File: src/rtl/gshare_bpu_if.sv
// gshare_bpu_if: lookup, update and status bundle between fetch/execute and the predictor
interface gshare_bpu_if #(
   parameter int PC_W = 32,
   parameter int IDX_W = 5,
   parameter int GH_W = 5
);
   logic flush;
   logic lookup_valid;
   logic [PC_W-1:0] lookup_pc;
   logic pred_valid;
   logic pred_taken;
   logic [IDX_W-1:0] pred_idx;
   logic upd_valid;
   logic [IDX_W-1:0] upd_idx;
   logic upd_taken;
   logic ready;
   logic [GH_W-1:0] ghr_out;
   modport master (
      output flush, lookup_valid, lookup_pc, upd_valid, upd_idx, upd_taken,
      input pred_valid, pred_taken, pred_idx, ready, ghr_out
   );
   modport slave (
      input flush, lookup_valid, lookup_pc, upd_valid, upd_idx, upd_taken,
      output pred_valid, pred_taken, pred_idx, ready, ghr_out
   );
endinterface

File: src/rtl/gshare_bpu.sv
// gshare_bpu: gshare/bimodal direction predictor with init sweep and update-to-lookup forwarding
module gshare_bpu #(
   parameter int PC_W = 32,
   parameter int IDX_W = 5,
   parameter int CTR_W = 2,
   parameter int HIST_W = 5,
   parameter int INIT_CTR = (1 << (CTR_W - 1)) - 1
) (
   input logic clk,
   input logic rst,
   gshare_bpu_if.slave bus
);
   localparam int DEPTH = 1 << IDX_W;
   localparam int GH_W = HIST_W > 0 ? HIST_W : 1;
   typedef enum logic {INIT, RUN} state_t;
   state_t state, state_nx;
   logic [IDX_W-1:0] ptr, ptr_nx, lu_idx;
   logic [GH_W-1:0] ghr;
   logic [CTR_W-1:0] ctr_q [DEPTH];
   logic [CTR_W-1:0] upd_old, upd_new, lu_ctr;
   logic lu, up, unused;
   assign unused = ^{bus.lookup_pc[PC_W-1:IDX_W+2], bus.lookup_pc[1:0]};
   assign lu = bus.lookup_valid && state == RUN && !bus.flush;
   assign up = bus.upd_valid && state == RUN && !bus.flush;
   assign lu_idx = bus.lookup_pc[IDX_W+1:2] ^ IDX_W'(ghr);
   assign upd_old = ctr_q[bus.upd_idx];
   assign bus.ready = state == RUN;
   assign bus.ghr_out = ghr;
   always_comb begin
      upd_new = bus.upd_taken ? (&upd_old ? upd_old : upd_old + 1'b1)
                              : (|upd_old ? upd_old - 1'b1 : upd_old);
      lu_ctr = (up && bus.upd_idx == lu_idx) ? upd_new : ctr_q[lu_idx];
      state_nx = bus.flush ? INIT : (state == INIT && ptr == '1) ? RUN : state;
      ptr_nx = bus.flush ? '0 : state == INIT ? ptr + 1'b1 : ptr;
   end
   always_ff @(posedge clk or posedge rst) begin
      if (rst) begin
         state <= INIT;
         ptr <= '0;
         bus.pred_valid <= 1'b0;
         bus.pred_taken <= 1'b0;
         bus.pred_idx <= '0;
      end else begin
         state <= state_nx;
         ptr <= ptr_nx;
         bus.pred_valid <= lu;
         if (lu) begin
            bus.pred_taken <= lu_ctr[CTR_W-1];
            bus.pred_idx <= lu_idx;
         end
      end
   end
   // The flush edge writes nothing; the sweep restarts from entry 0 on the following edge.
   always_ff @(posedge clk) begin
      if (!bus.flush && state == INIT) ctr_q[ptr] <= CTR_W'(INIT_CTR);
      else if (up) ctr_q[bus.upd_idx] <= upd_new;
   end
   if (HIST_W > 0) begin : g_hist
      always_ff @(posedge clk or posedge rst) begin
         if (rst) ghr <= '0;
         else if (bus.flush) ghr <= '0;
         else if (up) ghr <= GH_W'({ghr, bus.upd_taken});
      end
   end else begin : g_bim
      assign ghr = '0;
   end
endmodule

File: src/flat_wrapper.sv
// flat-port wrapper written by rule: the top's interface ports become plain ports
module gshare_bpu_flat 
#(
   parameter int PC_W = 32,
   parameter int IDX_W = 5,
   parameter int CTR_W = 2,
   parameter int HIST_W = 5,
   parameter int INIT_CTR = (1 << (CTR_W - 1)) - 1
)
  (clk, rst, bus_flush, bus_lookup_valid, bus_lookup_pc, bus_upd_valid, bus_upd_idx, bus_upd_taken, bus_pred_valid, bus_pred_taken, bus_pred_idx, bus_ready, bus_ghr_out);
  gshare_bpu_if #(.PC_W(PC_W), .IDX_W(IDX_W), .GH_W(5)) bus_i ();
  input logic clk;
  input logic rst;
  input wire logic [$bits(bus_i.flush)-1:0] bus_flush;
  input wire logic [$bits(bus_i.lookup_valid)-1:0] bus_lookup_valid;
  input wire logic [$bits(bus_i.lookup_pc)-1:0] bus_lookup_pc;
  input wire logic [$bits(bus_i.upd_valid)-1:0] bus_upd_valid;
  input wire logic [$bits(bus_i.upd_idx)-1:0] bus_upd_idx;
  input wire logic [$bits(bus_i.upd_taken)-1:0] bus_upd_taken;
  output wire logic [$bits(bus_i.pred_valid)-1:0] bus_pred_valid;
  output wire logic [$bits(bus_i.pred_taken)-1:0] bus_pred_taken;
  output wire logic [$bits(bus_i.pred_idx)-1:0] bus_pred_idx;
  output wire logic [$bits(bus_i.ready)-1:0] bus_ready;
  output wire logic [$bits(bus_i.ghr_out)-1:0] bus_ghr_out;
  assign bus_i.flush = bus_flush;
  assign bus_i.lookup_valid = bus_lookup_valid;
  assign bus_i.lookup_pc = bus_lookup_pc;
  assign bus_i.upd_valid = bus_upd_valid;
  assign bus_i.upd_idx = bus_upd_idx;
  assign bus_i.upd_taken = bus_upd_taken;
  assign bus_pred_valid = bus_i.pred_valid;
  assign bus_pred_taken = bus_i.pred_taken;
  assign bus_pred_idx = bus_i.pred_idx;
  assign bus_ready = bus_i.ready;
  assign bus_ghr_out = bus_i.ghr_out;
  gshare_bpu #(.PC_W(PC_W), .IDX_W(IDX_W), .CTR_W(CTR_W), .HIST_W(HIST_W), .INIT_CTR(INIT_CTR)) u_core (.clk(clk), .rst(rst), .bus(bus_i));
endmodule
File: config.mk
export PLATFORM = sky130hd
export DESIGN_NAME = gshare_bpu_flat
export DESIGN_NICKNAME = d
export VERILOG_FILES = /design/src/rtl/gshare_bpu_if.sv /design/src/rtl/gshare_bpu.sv /design/src/flat_wrapper.sv
export SDC_FILE = /design/constraint.sdc
export NUM_CORES = 1
export LEC_CHECK = 0
export CAP_MARGIN = 0
export CORE_UTILIZATION = 55
export CTS_CLUSTER_DIAMETER = 60
export DETAILED_ROUTE_END_ITERATION = 8
export PLACE_DENSITY = 0.8
export SLEW_MARGIN = 20
export SYNTH_ARGS = -nofsm -noshare
export SYNTH_HDL_FRONTEND = slang
export SYNTH_SLANG_ARGS = --single-unit
File: constraint.sdc
create_clock -name clk -period 10 [get_ports clk]
set_input_delay 3 -clock clk [delete_from_list [all_inputs] [get_ports clk]]
set_output_delay 3 -clock clk [all_outputs]
set_load 0.005 [all_outputs]
-- Word level (Yosys, flattened, before mapping)
Memories as Yosys holds them, arrays and structs flattened. A register that Yosys moved wholly into a read port is not among the register bits.
Cells that the tools add are included.
- add/sub/neg operators: 3
- equal/unequal tests: 2
- muxes and demuxes: 17
- bitwise gates (word level): 2
- reduce and logical (&&, ||, !) cells: 12
- operators by type and width (operator ; count):
    5-bit 2-to-1 mux ; 5
    1-bit 2-to-1 mux ; 8
    2-bit 2-to-1 mux ; 4
    1-bit logical AND ; 6
    5-bit by 1-bit adder with 5-bit output, second input constant ; 1
    5-bit == test, second input constant ; 1
    5-bit bitwise XOR ; 1
    2-bit nonzero test ; 2
    2-bit OR reduction ; 2
    2-bit by 1-bit adder with 2-bit output, second input constant ; 1
    2-bit inequality test, second input constant ; 1
    2-bit AND reduction ; 1
    2-bit by 1-bit subtractor with 2-bit output, second input constant ; 1
    1-bit logical NOT ; 1
    1-bit inverter ; 1
- register bits: 17
- memory bits (writable): 64
- input bits: 43
- logic and storage cells: 42
- memories kept: 1
- memories (memory ; depth ; bits a word ; read ports ; clocked after memory_dff ; wr ports ; line ; source):
    u_core.ctr_q ; 32 ; 2 ; 2 ; 1 ; 1 ; gshare_bpu.sv:19 ; logic [CTR_W-1:0] ctr_q [DEPTH];

-- Depth between registers and ports, before layout
Gate-level depths: netlist of the first run.
- depth in word-level cells: 7
- gate-level depth with buffers: 9
- depth with buffers taken out: 7

-- Worst setup path after synthesis of the first run
Ideal clock, no wire load.
- path type: input-to-reg
- start point: in bus_upd_idx[0]
- end point: mem u_core.ctr_q[0][0], data pin
- library setup time: 0.454 ns
- arrival: 5.580 ns
- data required time: 9.546 ns
- path slack: 3.966 ns
- stages: 7
- path buffers: 2
- cells stage by stage: buf_6 > buf_6 > mux4_2 > nand2_1 > nand3_1 > maj3_1 > o21ai_0
- longest elaborated chain between the ends: 5
- RTL lines (what ; line ; source):
    start, declared ; flat_wrapper.sv:18 ; input wire logic [$bits(bus_i.upd_idx)-1:0] bus_upd_idx;
    memory 32 x 2 bit (*) ; -- ;
    2-bit by 1-bit subtractor with 2-bit output (tied with other cells) ; gshare_bpu.sv:31 ; : (|upd_old ? upd_old - 1'b1 : upd_old);
    2-bit 2-to-1 mux, on equally long branches ; gshare_bpu.sv:31, gshare_bpu.sv:30 ;
    2-bit 2-to-1 mux (*) ; gshare_bpu.sv:30 ; upd_new = bus.upd_taken ? (&upd_old ? upd_old : upd_old + 1'b1)
    2-bit 2-to-1 mux (no source line) (*) ; -- ;
    end, declared ; gshare_bpu.sv:19 ;
Every way passes the cells marked *; elsewhere a longest branch is shown, timed or not.

-- Worst setup path in the final report of the first run
- start point: in bus_upd_idx[1]
- end point: mem u_core.ctr_q[8][0], data pin
The elaborated chain is that of the path after synthesis.

==> flow_summary_export.csv, run 1 <==
group,metric,value,unit
logic_synthesis,yosys.area.top_type,"edfxtp_1",
routing,drt-wirelength-per-cell,19.4,µm
logic_synthesis,synthTopCellsByArea,"edfxtp_1 (48%), dfrtp_1 (11%), mux4_2 (9.6%)",
timing,max-slew-margin-rel,0.258,
cells_and_area,fill_cells,506,
logic_synthesis,synth.most_common_cell,"edfxtp_1",
clock_tree,post_cts_buffers,0,
clock_tree,numCtsBuffers,9,
floorplan,rows,30,
floorplan,initial_core_util,0.578,
global_routing,grt.total_usage,0.237,
routing,ant_nets,0,
timing,worst_slew_pin_slew,1.11,ns
routing,drt_wl_total,7950,µm
logic_synthesis,synth-edff-count,64,
logic_synthesis,synthTopCellsByCount,"edfxtp_1 (64), nor2_1 (46), nand2_1 (24)",
timing,hold_violations,0,
timing,period_minus_slack,6.15,ns
setup_path,path_class,"primary input to flop",
placed_design,place_hpwl,5430,µm
pwr,p_leak,1.73,nW
logic_synthesis,synth_cell_types,36,
clock_tree,clkTransAtPathRegs,0.08,ns
routing,first_pass_iters,4,
timing,finClkSkew,0.00874,ns
timing,fmax,163,MHz
routing,vias_per_cell,5.96,
cells_and_area,regArea,2370,µm²
pwr,comb_power_share,0.076,
logic_synthesis,syn_inst,275,
flow_run,cap_violations,0,
floorplan,core,6870,µm²
pwr,sequentialPowerShare,0.554,
routing,vias,2438,
logic_synthesis,syn_nets,320,
global_routing,antenna_found_initial,0,
clock_tree,worstSkewPairLatency,0.35,ns
clock_tree,clock_sinks,82,
timing,setup_viol,0,
global_routing,grt_pass1_vias,2486,
clock_tree,ctsHtreeMaxLevel,3,
logic_synthesis,ys_ff_latch,82,
pwr,p_int,520,µW
logic_synthesis,synth_ff_type,"edfxtp_1",
logic_synthesis,syn_area_per_cell,14.4,µm²
pwr,ir_drop,0.105,mV
logic_synthesis,yosysSeqAreaShare,0.598,
pwr,power_density,147,nW/µm²
pwr,clockPowerShare,0.370,
setup_path,crit_fanout,20,
logic_synthesis,async_flop_share,0.220,
logic_synthesis,synth_top_cell_area_share,0.484,
logic_synthesis,netlist_area,3970,µm²
global_routing,gr-total-overflow,0,
routing,route.detailed.drc,0,
global_routing,grt_start_max_net_pins,33,
setup_path,arrival,6.32,ns
cells_and_area,nets,353,
timing,slew_viol_final,0,
run_status,status,"complete, no violations",
timing,rsz0062_at_grt,"false",
setup_path,worst_setup_path_start_kind,"primary input",
pwr,p_sw_frac,0.220,
clock_tree,postCtsHoldBufs,0,
cells_and_area,fin_area,4550,µm²
placed_design,gp_congestion,0.888,
clock_tree,cts_tree,"built",
timing,period_share,0.615,
clock_tree,cts-root-buf,"clkbuf_8",
cells_and_area,final_core_util,0.662,
setup_path,critical_path_required,10.17,ns
cells_and_area,area_delta_synth_final,14.5,%
cells_and_area,num_antenna_cells,0,
floorplan,io_pins,56,
placed_design,io_buffers,28,
timing,fin_setup_tns,0,ns
setup_path,critPathCaptureType,"flop",
floorplan,die_area,7560,µm²
pwr,switchingPower,147,µW
routing,drt-initial-drc-count,228,
placed_design,placed_area,4330,µm²
floorplan,dieHeight,86.9,µm
logic_synthesis,ys_warn_count,0,
worst_hold_path,hp-class,"flop to flop",
clock_tree,ctsResizeCount,0,
cells_and_area,drive_gt1_frac,0.150,
clock_tree,clock_path_buffers,2,
global_routing,grt_first_pass_wirelength,12700,µm
floorplan,die_w,86.9,µm
cells_and_area,multi_input_area,1520,µm²
[layout make-up]
cell class / count / area share
Clock buffer: 11 / 0.0333
Tap cell: 96 / 0.0264
Multi-Input combinational cell: 179 / 0.334
Sequential cell: 82 / 0.522
Clock inverter: 5 / 0.0132
Inverter: 5 / 0.00413
Timing Repair Buffer: 31 / 0.0666
[power groups by stage]
stage / clock (mW) / sequential, mW / combinational, mW
after global placement: 0 / 0.377 / 0.0499
after CTS: 0.251 / 0.369 / 0.0511
after detailed placement: 0 / 0.377 / 0.0508
after floorplan: 0 / 0.376 / 0.0320
after global routing: 0.262 / 0.370 / 0.0549
final: 0.247 / 0.369 / 0.0507
[flip-flops by register name, indices dropped and copies added (netlist names)]
| name | count |
|---|---|
| u_core.ctr_q | 64 |
| u_core.bus.ghr_out | 5 |
| u_core.bus.pred_idx | 5 |
| u_core.ptr | 5 |
| u_core.bus.pred_taken | 1 |
| u_core.bus.pred_valid | 1 |
| u_core.bus.ready | 1 |
[cells by family after synthesis]
kind of cell / share of synthesized area
and+or+nand+nor: 0.113
muxes: 0.189
AOI/OAI and AO/OA: 0.0315
adders and majority gates: 0.0142
DFF: 0.598
xor gates and xnor gates: 0.0334
buffers and inverters: 0.0205
[worst max-delay path: stages]
cell,delay (ns)
clkdlybuf4s50_1,1.09
mux4_2,0.43
a22oi_1,0.26
nand3_1,0.14
maj3_1,0.34
o21ai_1,0.68
buf_4,0.37
[routing by layer]
layer / up-vias / GRT usage / wire length (µm)
met5: - / 0 / 0
met4: 0 / 0.112 / 117
met3: 15 / 0.0682 / 555
met2: 103 / 0.387 / 4050
met1: 1208 / 0.292 / 3230
li1: 1112 / - / -
[through the flow]
stage | total power, mW | hold slack (ns) | instances | worst slack (ns)
floorplan | 0.409 | 0.473 | 275 | 3.97
global placement | 0.427 | 0.464 | 393 | 3.62
detailed placement | 0.428 | 0.492 | 393 | 3.44
CTS | 0.672 | 0.504 | 409 | 3.80
global route | 0.687 | 0.540 | 409 | 3.62
finish | 0.667 | 0.504 | 409 | 3.85
[final timing paths]
kind | from | endpoint | slack [ns] | depth (start not counted)
worst max-delay path | bus_upd_idx[1] | u_core.ctr_q[8][0]$_DFFE_PP_ | 3.85 | 7
worst min-delay path | u_core.bus.pred_taken$_DFFE_PP0P_ | u_core.bus.pred_taken$_DFFE_PP0P_ | 0.50 | 2
worst max register to register | u_core.bus.ready$_DFFE_PP0P_ | u_core.bus.pred_taken$_DFFE_PP0P_ | 7.01 | 7
worst min register to register | u_core.bus.pred_taken$_DFFE_PP0P_ | u_core.bus.pred_taken$_DFFE_PP0P_ | 0.50 | 2
max in group asynchronous | rst | u_core.ptr[1]$_DFFE_PP0P_ | 6.54 | 2
min in group asynchronous | rst | u_core.bus.ghr_out[2]$_DFFE_PP0P_ | 3.04 | 2
[cells in the final DEF, fill, tap and decap left out, drive strengths merged, types with 2 or more instances in the layout]
master / instances
clkdlybuf4s50: 28
nand3: 13
nand4: 2
clkbuf: 11
xor2: 9
maj3: 3
a21oi: 9
edfxtp: 64
nor2: 46
nand2: 24
and3: 3
nand3b: 3
o21ai: 4
inv: 6
mux4: 25
mux2: 6
a22oi: 3
nor3: 3
dfrtp: 18
ha: 2
buf: 3
xnor2: 4
nor2b: 4
mux2i: 9
clkinv: 2
(Power assumes the default switching activity.)
==> inputs of run 2 (changes only) <==
clock period = 6.3 ns   (was 10 ns; I/O delays follow)
==> run 2 against run 1 <==
Compared with the run above:
- utilization grew 0.29 points
- worst hold slack got worse by 0.014 ns
- global-route usage grew 0.12 points
- cell count is 0.24% higher
- flip-flop and latch count is the same
- design area grew 0.44%
- power increased by 63%
- largest power group unchanged
- non-clock buffer count is 1 higher
- combinational power up 60%
- critical path type unchanged
- die area unchanged
==> flow_summary_export.csv, run 2 (same netlist as run 1, synthesis figures left out) <==
group,metric,value,unit
setup_path,path_class,"primary input to flop",
clock_tree,numCtsBuffers,9,
routing,first_pass_iters,4,
global_routing,gr-total-overflow,0,
setup_path,arrival,4.68,ns
setup_path,critical_path_required,6.37,ns
floorplan,core,6870,µm²
timing,rsz0062_at_grt,"false",
timing,period_minus_slack,4.61,ns
global_routing,grt.total_usage,0.238,
timing,whs,0.490,ns
clock_tree,worstSkewPairLatency,0.36,ns
timing,hold_violations,0,
routing,ant_nets,0,
pwr,comb_power_share,0.074,
setup_path,r2r_slack,3.31,ns
floorplan,dieHeight,86.9,µm
routing,drt-wirelength-per-cell,19.4,µm
placed_design,io_buffers,28,
floorplan,rows,30,
pwr,p_leak,1.74,nW
clock_tree,postCtsHoldBufs,0,
timing,fin_setup_tns,0,ns
placed_design,placed_area,4340,µm²
floorplan,die_w,86.9,µm
global_routing,grt_start_max_net_pins,33,
pwr,clockPowerShare,0.388,
clock_tree,clock_path_buffers,2,
clock_tree,cts_tree,"built",
timing,finClkSkew,0.0122,ns
clock_tree,ctsResizeCount,0,
cells_and_area,fin_area,4570,µm²
pwr,ir_drop,0.179,mV
timing,max-slew-margin-rel,0.390,
clock_tree,cts-root-buf,"clkbuf_8",
cells_and_area,fill_cells,475,
cells_and_area,layout_commonest_cell,"edfxtp_1",
pwr,p_int,847,µW
pwr,sequentialPowerShare,0.538,
run_status,status,"complete, no violations",
clock_tree,clock_sinks,82,
pwr,switchingPower,244,µW
cells_and_area,final_cell_count_no_fill,410,
flow_run,cap_violations,0,
routing,drt_wl_total,7960,µm
cells_and_area,drive_gt1_frac,0.153,
pwr,p_sw_frac,0.223,
cells_and_area,multi_input_area,1520,µm²
setup_path,critPathCaptureType,"flop",
cells_and_area,regMostFlops,"u_core.ctr_q",
floorplan,io_pins,56,
timing,period_share,0.732,
placed_design,gp_congestion,0.888,
pwr,power_density,239,nW/µm²
placed_design,place_hpwl,5370,µm
global_routing,antenna_found_initial,0,
global_routing,grt_first_pass_wirelength,12800,µm
setup_path,worst_setup_path_start_kind,"primary input",
timing,setup_viol,0,
cells_and_area,largest_reg_flops,64,
cells_and_area,regArea,2370,µm²
clock_tree,clkTransAtPathRegs,0.08,ns
cells_and_area,layout_common_cells,"edfxtp_1 (64), nor2_1 (46), clkdlybuf4s50_1 (28)",
timing,fmax,217,MHz
floorplan,die_area,7560,µm²
setup_path,crit_fanout,32,
clock_tree,post_cts_buffers,0,
routing,route.detailed.drc,0,
global_routing,grt_pass1_vias,2430,
timing,worst_slew_pin_slew,0.912,ns
timing,slew_viol_final,0,
cells_and_area,area_delta_synth_final,15.0,%
worst_hold_path,hp-class,"flop to flop",
floorplan,initial_core_util,0.578,
cells_and_area,num_antenna_cells,0,
routing,drt-initial-drc-count,181,
placed_design,dp_cells,394,
routing,vias_per_cell,5.98,
clock_tree,ctsHtreeMaxLevel,3,
cells_and_area,nets,354,
routing,vias,2451,
-- run 2: path summary, 6_finish.rpt --
| kind | startpoint | to | cells past startpoint |
|---|---|---|---|
| min in group asynchronous | rst | u_core.bus.pred_idx[3]$_DFFE_PP0P_ | 2 |
| worst max-delay path | bus_upd_idx[1] | u_core.ctr_q[0][0]$_DFFE_PP_ | 9 |
| worst max register to register | u_core.bus.ready$_DFFE_PP0P_ | u_core.bus.pred_taken$_DFFE_PP0P_ | 7 |
| worst min register to register | u_core.bus.pred_idx[2]$_DFFE_PP0P_ | u_core.bus.pred_idx[2]$_DFFE_PP0P_ | 2 |
| max in group asynchronous | rst | u_core.ptr[0]$_DFFE_PP0P_ | 2 |
| worst min-delay path | u_core.bus.pred_idx[2]$_DFFE_PP0P_ | u_core.bus.pred_idx[2]$_DFFE_PP0P_ | 2 |
-- run 2: per-stage QoR --
| stage | utilization | power [mW] | setup WS [ns] |
|---|---|---|---|
| CTS | 0.665 | 1.10 | 1.69 |
| global placement | 0.632 | 0.678 | 1.36 |
| floorplan | - | 0.648 | 1.38 |
| global route | 0.665 | 1.13 | 1.56 |
| detailed placement | 0.632 | 0.680 | 1.32 |
| finish | 0.665 | 1.09 | 1.69 |
-- run 2: worst max-delay path, cell delays in order --
cell,delay (ns)
clkdlybuf4s50_1,1.07
mux4_2,0.41
a22oi_1,0.27
and3_1,0.23
inv_1,0.05
maj3_2,0.29
a21oi_1,0.13
o21ai_1,0.08
buf_4,0.23
-- run 2: routing by layer --
layer / routed length (µm) / up-vias / track usage
met1: 3300 / 1215 / 0.316
met5: 0 / - / 0
li1: - / 1113 / -
met4: 216 / 0 / 0.108
met3: 561 / 17 / 0.0398
met2: 3890 / 106 / 0.389
-- run 2: power groups by stage --
stage	registers (mW)	logic, mW	clock network [mW]
floorplan	0.598	0.0508	0
global placement	0.598	0.0798	0
detailed placement	0.598	0.0813	0
CTS	0.586	0.0817	0.427
global route	0.587	0.0881	0.455
finish	0.586	0.0811	0.423
-- run 2: final cells by class --
cell class | instances | area share
Clock inverter | 7 | 0.0219
Clock buffer | 9 | 0.0271
Timing Repair Buffer | 32 | 0.0680
Inverter | 5 | 0.00411
Sequential cell | 82 | 0.520
Multi-Input combinational cell | 179 | 0.333
Tap cell | 96 | 0.0263
==> patch 1, RTL diff (config.mk and constraints of run 1) <==
`CTR_W` is set to 2 in 2 places; all go to 1.
--- a/src/rtl/gshare_bpu.sv
+++ b/src/rtl/gshare_bpu.sv
@@ -3,5 +3,5 @@
    parameter int PC_W = 32,
    parameter int IDX_W = 5,
-   parameter int CTR_W = 2,
+   parameter int CTR_W = 1,
    parameter int HIST_W = 5,
    parameter int INIT_CTR = (1 << (CTR_W - 1)) - 1
--- a/src/flat_wrapper.sv
+++ b/src/flat_wrapper.sv
@@ -4,5 +4,5 @@
    parameter int PC_W = 32,
    parameter int IDX_W = 5,
-   parameter int CTR_W = 2,
+   parameter int CTR_W = 1,
    parameter int HIST_W = 5,
    parameter int INIT_CTR = (1 << (CTR_W - 1)) - 1
Behaviour: same outputs for any inputs over 10 cycles, from zero or initial values and one cycle with rst high; that may be too few to reach the edited logic, so the function may still have changed.
==> patch 1 against run 1 <==
Sequential cell count is 32 lower. Utilization is 3.5 points higher. Area after synthesis is 38% lower. Wire length is 40% lower. Cell area is 36% lower. Setup slack better by 0.84 ns. Combinational power is 29% lower. Power is 39% lower. First-iteration DRC count is 44% lower. Highest routed layer unchanged.
==> patch 1: results (changes against run 1) <==
Parameter                              Value

Place
  Cell area after placement    2770 sq um (-36%)
  Post-DP HPWL    3.26 mm (-40%)

Finish
  Flip-flop count of the largest register, all copies and words added    32 (-50%)
  NumNets Final    280 (-21%)

Routing
  TritonRoute pass-1 iters    5 (+1)
  Routed wirelength normalized by instance count    16.7 microns (-14%)
  Mean number of vias per cell    5.78 (-3.0%)

Hold path
  End point of the worst hold path    u_core.bus.pred_idx[4]

Timing
  Relative max-transition margin    46.5% (+21 points)
  Post-Route Skew    0.00703 ns (-0.00170 ns)

Critical path
  Reg-to-reg startpoint    u_core.bus.ghr_out[0]
  Arrival time of the worst setup path    5.51 ns (-0.81 ns)
  Setup slack of the worst register-to-register path    7.39 ns (+0.38 ns)
  Worst R2R Path Depth    6 (-1)
  Worst stage delay on the critical path    0.69 ns (-0.40 ns)
  Cell class contributing the biggest share of worst-path delay    simple AND/OR/NAND/NOR gates

Synthesis
  Synthesized Nets    249 (-22%)
  Commonest cells in the synthesized netlist    42 x sky130_fd_sc_hd__nor2_1, 32 x sky130_fd_sc_hd__edfxtp_1, 25 x sky130_fd_sc_hd__nand2_1
  Share of async-settable or async-resettable flops after synthesis    36.0% (+14 points)
  Number of flops mapped to enable cells by yosys    32 (-50%)

Power
  Static leakage power    0.00114 uW (-34%)

GRT
  Pin count of the biggest net entering global routing    34 (+3.0%)
  Vias in the first global route    1616 (-35%)

Clock network
  Clock latency reported for the late side of the worst-skew pair    0.30 ns (-0.05 ns)
  H-tree level count    2 (-1)

Run status
  Outcome    finished clean
==> patch 1: changes by cell type in the layout (fill, tap and decap cells not counted), sizes merged, moves of 3 or more <==
cell | before | now
a22oi | 3 | 0
clkbuf | 11 | 5
edfxtp | 64 | 32
maj3 | 3 | 0
mux4 | 25 | 8
nand3 | 13 | 7
nor2 | 46 | 42
xor2 | 9 | 5
==> patch 1: stage by stage <==
step	std cells	setup slack, ns	hold WS [ns]
finish	286	4.69	0.499
CTS	286	4.70	0.507
global route	286	4.48	0.532
floorplan	204	5.18	0.479
global placement	278	4.41	0.467
detailed placement	278	4.40	0.485
==> patch 1: area by class of cell <==
type                       count  area, sq um
clock buffer                   5         68.8
clock inverter                 3         48.8
fill                         325         1260
inverter                       3         11.3
multi-input combinational    145          990
sequential                    50         1410
tap                           50         62.6
timing repair buffer          30          295
==> patch 1: worst max-delay path by stage <==
stage,start,end,slack [ns],depth (start not counted)
4_1_cts,bus_lookup_pc[2],u_core.bus.pred_taken,4.70,7
3_5_place_dp,bus_lookup_pc[2],u_core.bus.pred_taken,4.40,7
5_1_grt,bus_flush,u_core.bus.pred_taken,4.48,7
6_report,bus_flush,u_core.bus.pred_taken,4.69,7
2_1_floorplan,bus_lookup_pc[2],u_core.bus.pred_taken,5.18,6
3_3_place_gp,bus_flush,u_core.bus.pred_taken,4.41,7
==> patch 1: cell families after synthesis <==
| kind of cell | after synthesis | synth area share [%] |
|---|---|---|
| AOI/OAI and AO/OA | 20 | 5.26 |
| xor gates and xnor gates | 11 | 4.54 |
| adders and majority gates | 2 | 1.02 |
| buffers and inverters | 9 | 2.04 |
| DFF | 50 | 57.6 |
| muxes | 22 | 13.5 |
| and+or+nand+nor | 90 | 16.0 |
==> patch 1: power breakdown <==
part           switching [uW]  internal (uW)  total [uW]
clock network            69.3           76.2         146
registers                2.54            221         224
logic                    18.2           17.9        36.1
total                    90.1            315         405
==> patch 1: routing by layer <==
layer	global-route usage, %	part of all wire [%]	up-vias
li1	-	-	789
met1	32.6	44	806
met2	38.2	50	53
met3	5.59	4.6	6
met4	8.42	1.3	0
met5	0	0	-
==> patch 2, RTL diff (flow settings as in run 1) <==
Made on the original files. Reset style: synchronous (`rst`), changed in 2 clocked blocks.
--- a/src/rtl/gshare_bpu.sv
+++ b/src/rtl/gshare_bpu.sv
@@ -34,5 +34,5 @@
       ptr_nx = bus.flush ? '0 : state == INIT ? ptr + 1'b1 : ptr;
    end
-   always_ff @(posedge clk or posedge rst) begin
+   always_ff @(posedge clk) begin
       if (rst) begin
          state <= INIT;
@@ -57,5 +57,5 @@
    end
    if (HIST_W > 0) begin : g_hist
-      always_ff @(posedge clk or posedge rst) begin
+      always_ff @(posedge clk) begin
          if (rst) ghr <= '0;
          else if (bus.flush) ghr <= '0;
Formal check against the unedited RTL: same outputs for any inputs over 10 cycles, from zero or initial values and one cycle with rst high; that may be too few to reach the edited logic, so the function may still have changed.
==> patch 2 against run 1 <==
Utilization fell by 0.40 points. Sequential cell count did not move. Global-route usage rose by 0.85 points. Setup slack improved by 0.22 ns. Power fell by 4.3%. Sequential power fell by 1%. Critical path depth rose by 1. Cell area fell by 0.61%. Sequential share of layout area fell by 1.7 points. Count of clock-buffer cells in the layout fell by 1. Clock skew fell by 0.0013 ns. Wire length rose by 6.1%. Area after synthesis fell by 0.19%. Largest power group unchanged.
==> patch 2: results (changes against run 1) <==
Parameter                              Value

Finish
  Clk_buf instances    10 (-1)
  Final sequential cell count    82 (unchanged)
  Clock-cell share of area    4.26% (-0.39 points)
  Nonclk inv count    1 (-4)
  Filler Cells Inserted    507 (+0.20%)
  Proportion of cell area occupied by multi-input gates    35.6% (+2.2 points)
  Number of multi-input combinational cells    210 (+17%)

Timing
  Relative max-transition margin    36.5% (+11 points)
  Post-Route Skew    0.00743 ns (-0.00130 ns)

Routing
  Mean number of vias per cell    6.09 (+2.1%)
  Met2 Routed Length    3.95 mm (-2.3%)
  Overall routed net length    8.44 mm (+6.1%)
  Routed length on met1    3.54 mm (+9.5%)

Synthesis
  Number of distinct library cell variants in the gate-level netlist after synthesis    42 (+17%)
  Compound-Gate Fraction of Synth Area    4.83% (+1.7 points)
  Synthesized Nets    351 (+9.7%)
  Multiplexer area fraction after synthesis    16.7% (-2.2 points)
  Commonest cells in the synthesized netlist    64 x sky130_fd_sc_hd__edfxtp_1, 52 x sky130_fd_sc_hd__nor2_1, 50 x sky130_fd_sc_hd__nand2_1
  Post-synthesis xor/xnor area fraction    3.51% (+0.16 points)
  Arithmetic-cell share of the synthesized area counting full adders, half adders and majority gates    0.884% (-0.53 points)

Power
  Maximum ir drop on the vdd rail    96.9 uV (-7.7%)
  P_int    496 uW (-4.7%)

Hold path
  End point of the worst hold path    u_core.bus.ghr_out[4]
  Beginning of the worst hold path    u_core.bus.ghr_out[4]

Critical path
  Reg-to-reg startpoint    u_core.bus.ready
  R2R Path End    u_core.bus.pred_taken
  Crit-path max FO    18 (-10%)
  Arrival time of the worst setup path    6.03 ns (-0.29 ns)
  Worst setup path endpoint    u_core.ctr_q[6][0]

Place
  Global placer's final weighted congestion    0.897 (+1.0%)

Run status
  Outcome    finished clean

GRT
  Met2 Use GR    39.4% (+0.64 points)
-- patch 2: cell types whose count changed in the layout (fill, tap and decap cells not counted), moves of 3 or more --
cell                       change
sky130_fd_sc_hd__xor2_1        -6
sky130_fd_sc_hd__xnor2_1       +3
sky130_fd_sc_hd__nand2_1      +26
sky130_fd_sc_hd__mux2_2        -6
sky130_fd_sc_hd__nand3_1       -5
sky130_fd_sc_hd__inv_1         -4
sky130_fd_sc_hd__o21ai_0       +4
sky130_fd_sc_hd__a211oi_1      +3
sky130_fd_sc_hd__nor2_1        +6
sky130_fd_sc_hd__dfxtp_1      +18
sky130_fd_sc_hd__dfrtp_1      -18
-- patch 2: through the flow --
step                      area (sq um)  instances  setup WS (ns)  hold WS [ns]
after floorplan                   3960        306           4.09         0.477
after global placement            4320        421           3.65         0.475
after detailed placement          4320        421           3.46         0.478
after CTS                         4510        437           3.84         0.490
after global routing              4520        437           3.91         0.519
final                             4520        437           4.08         0.488
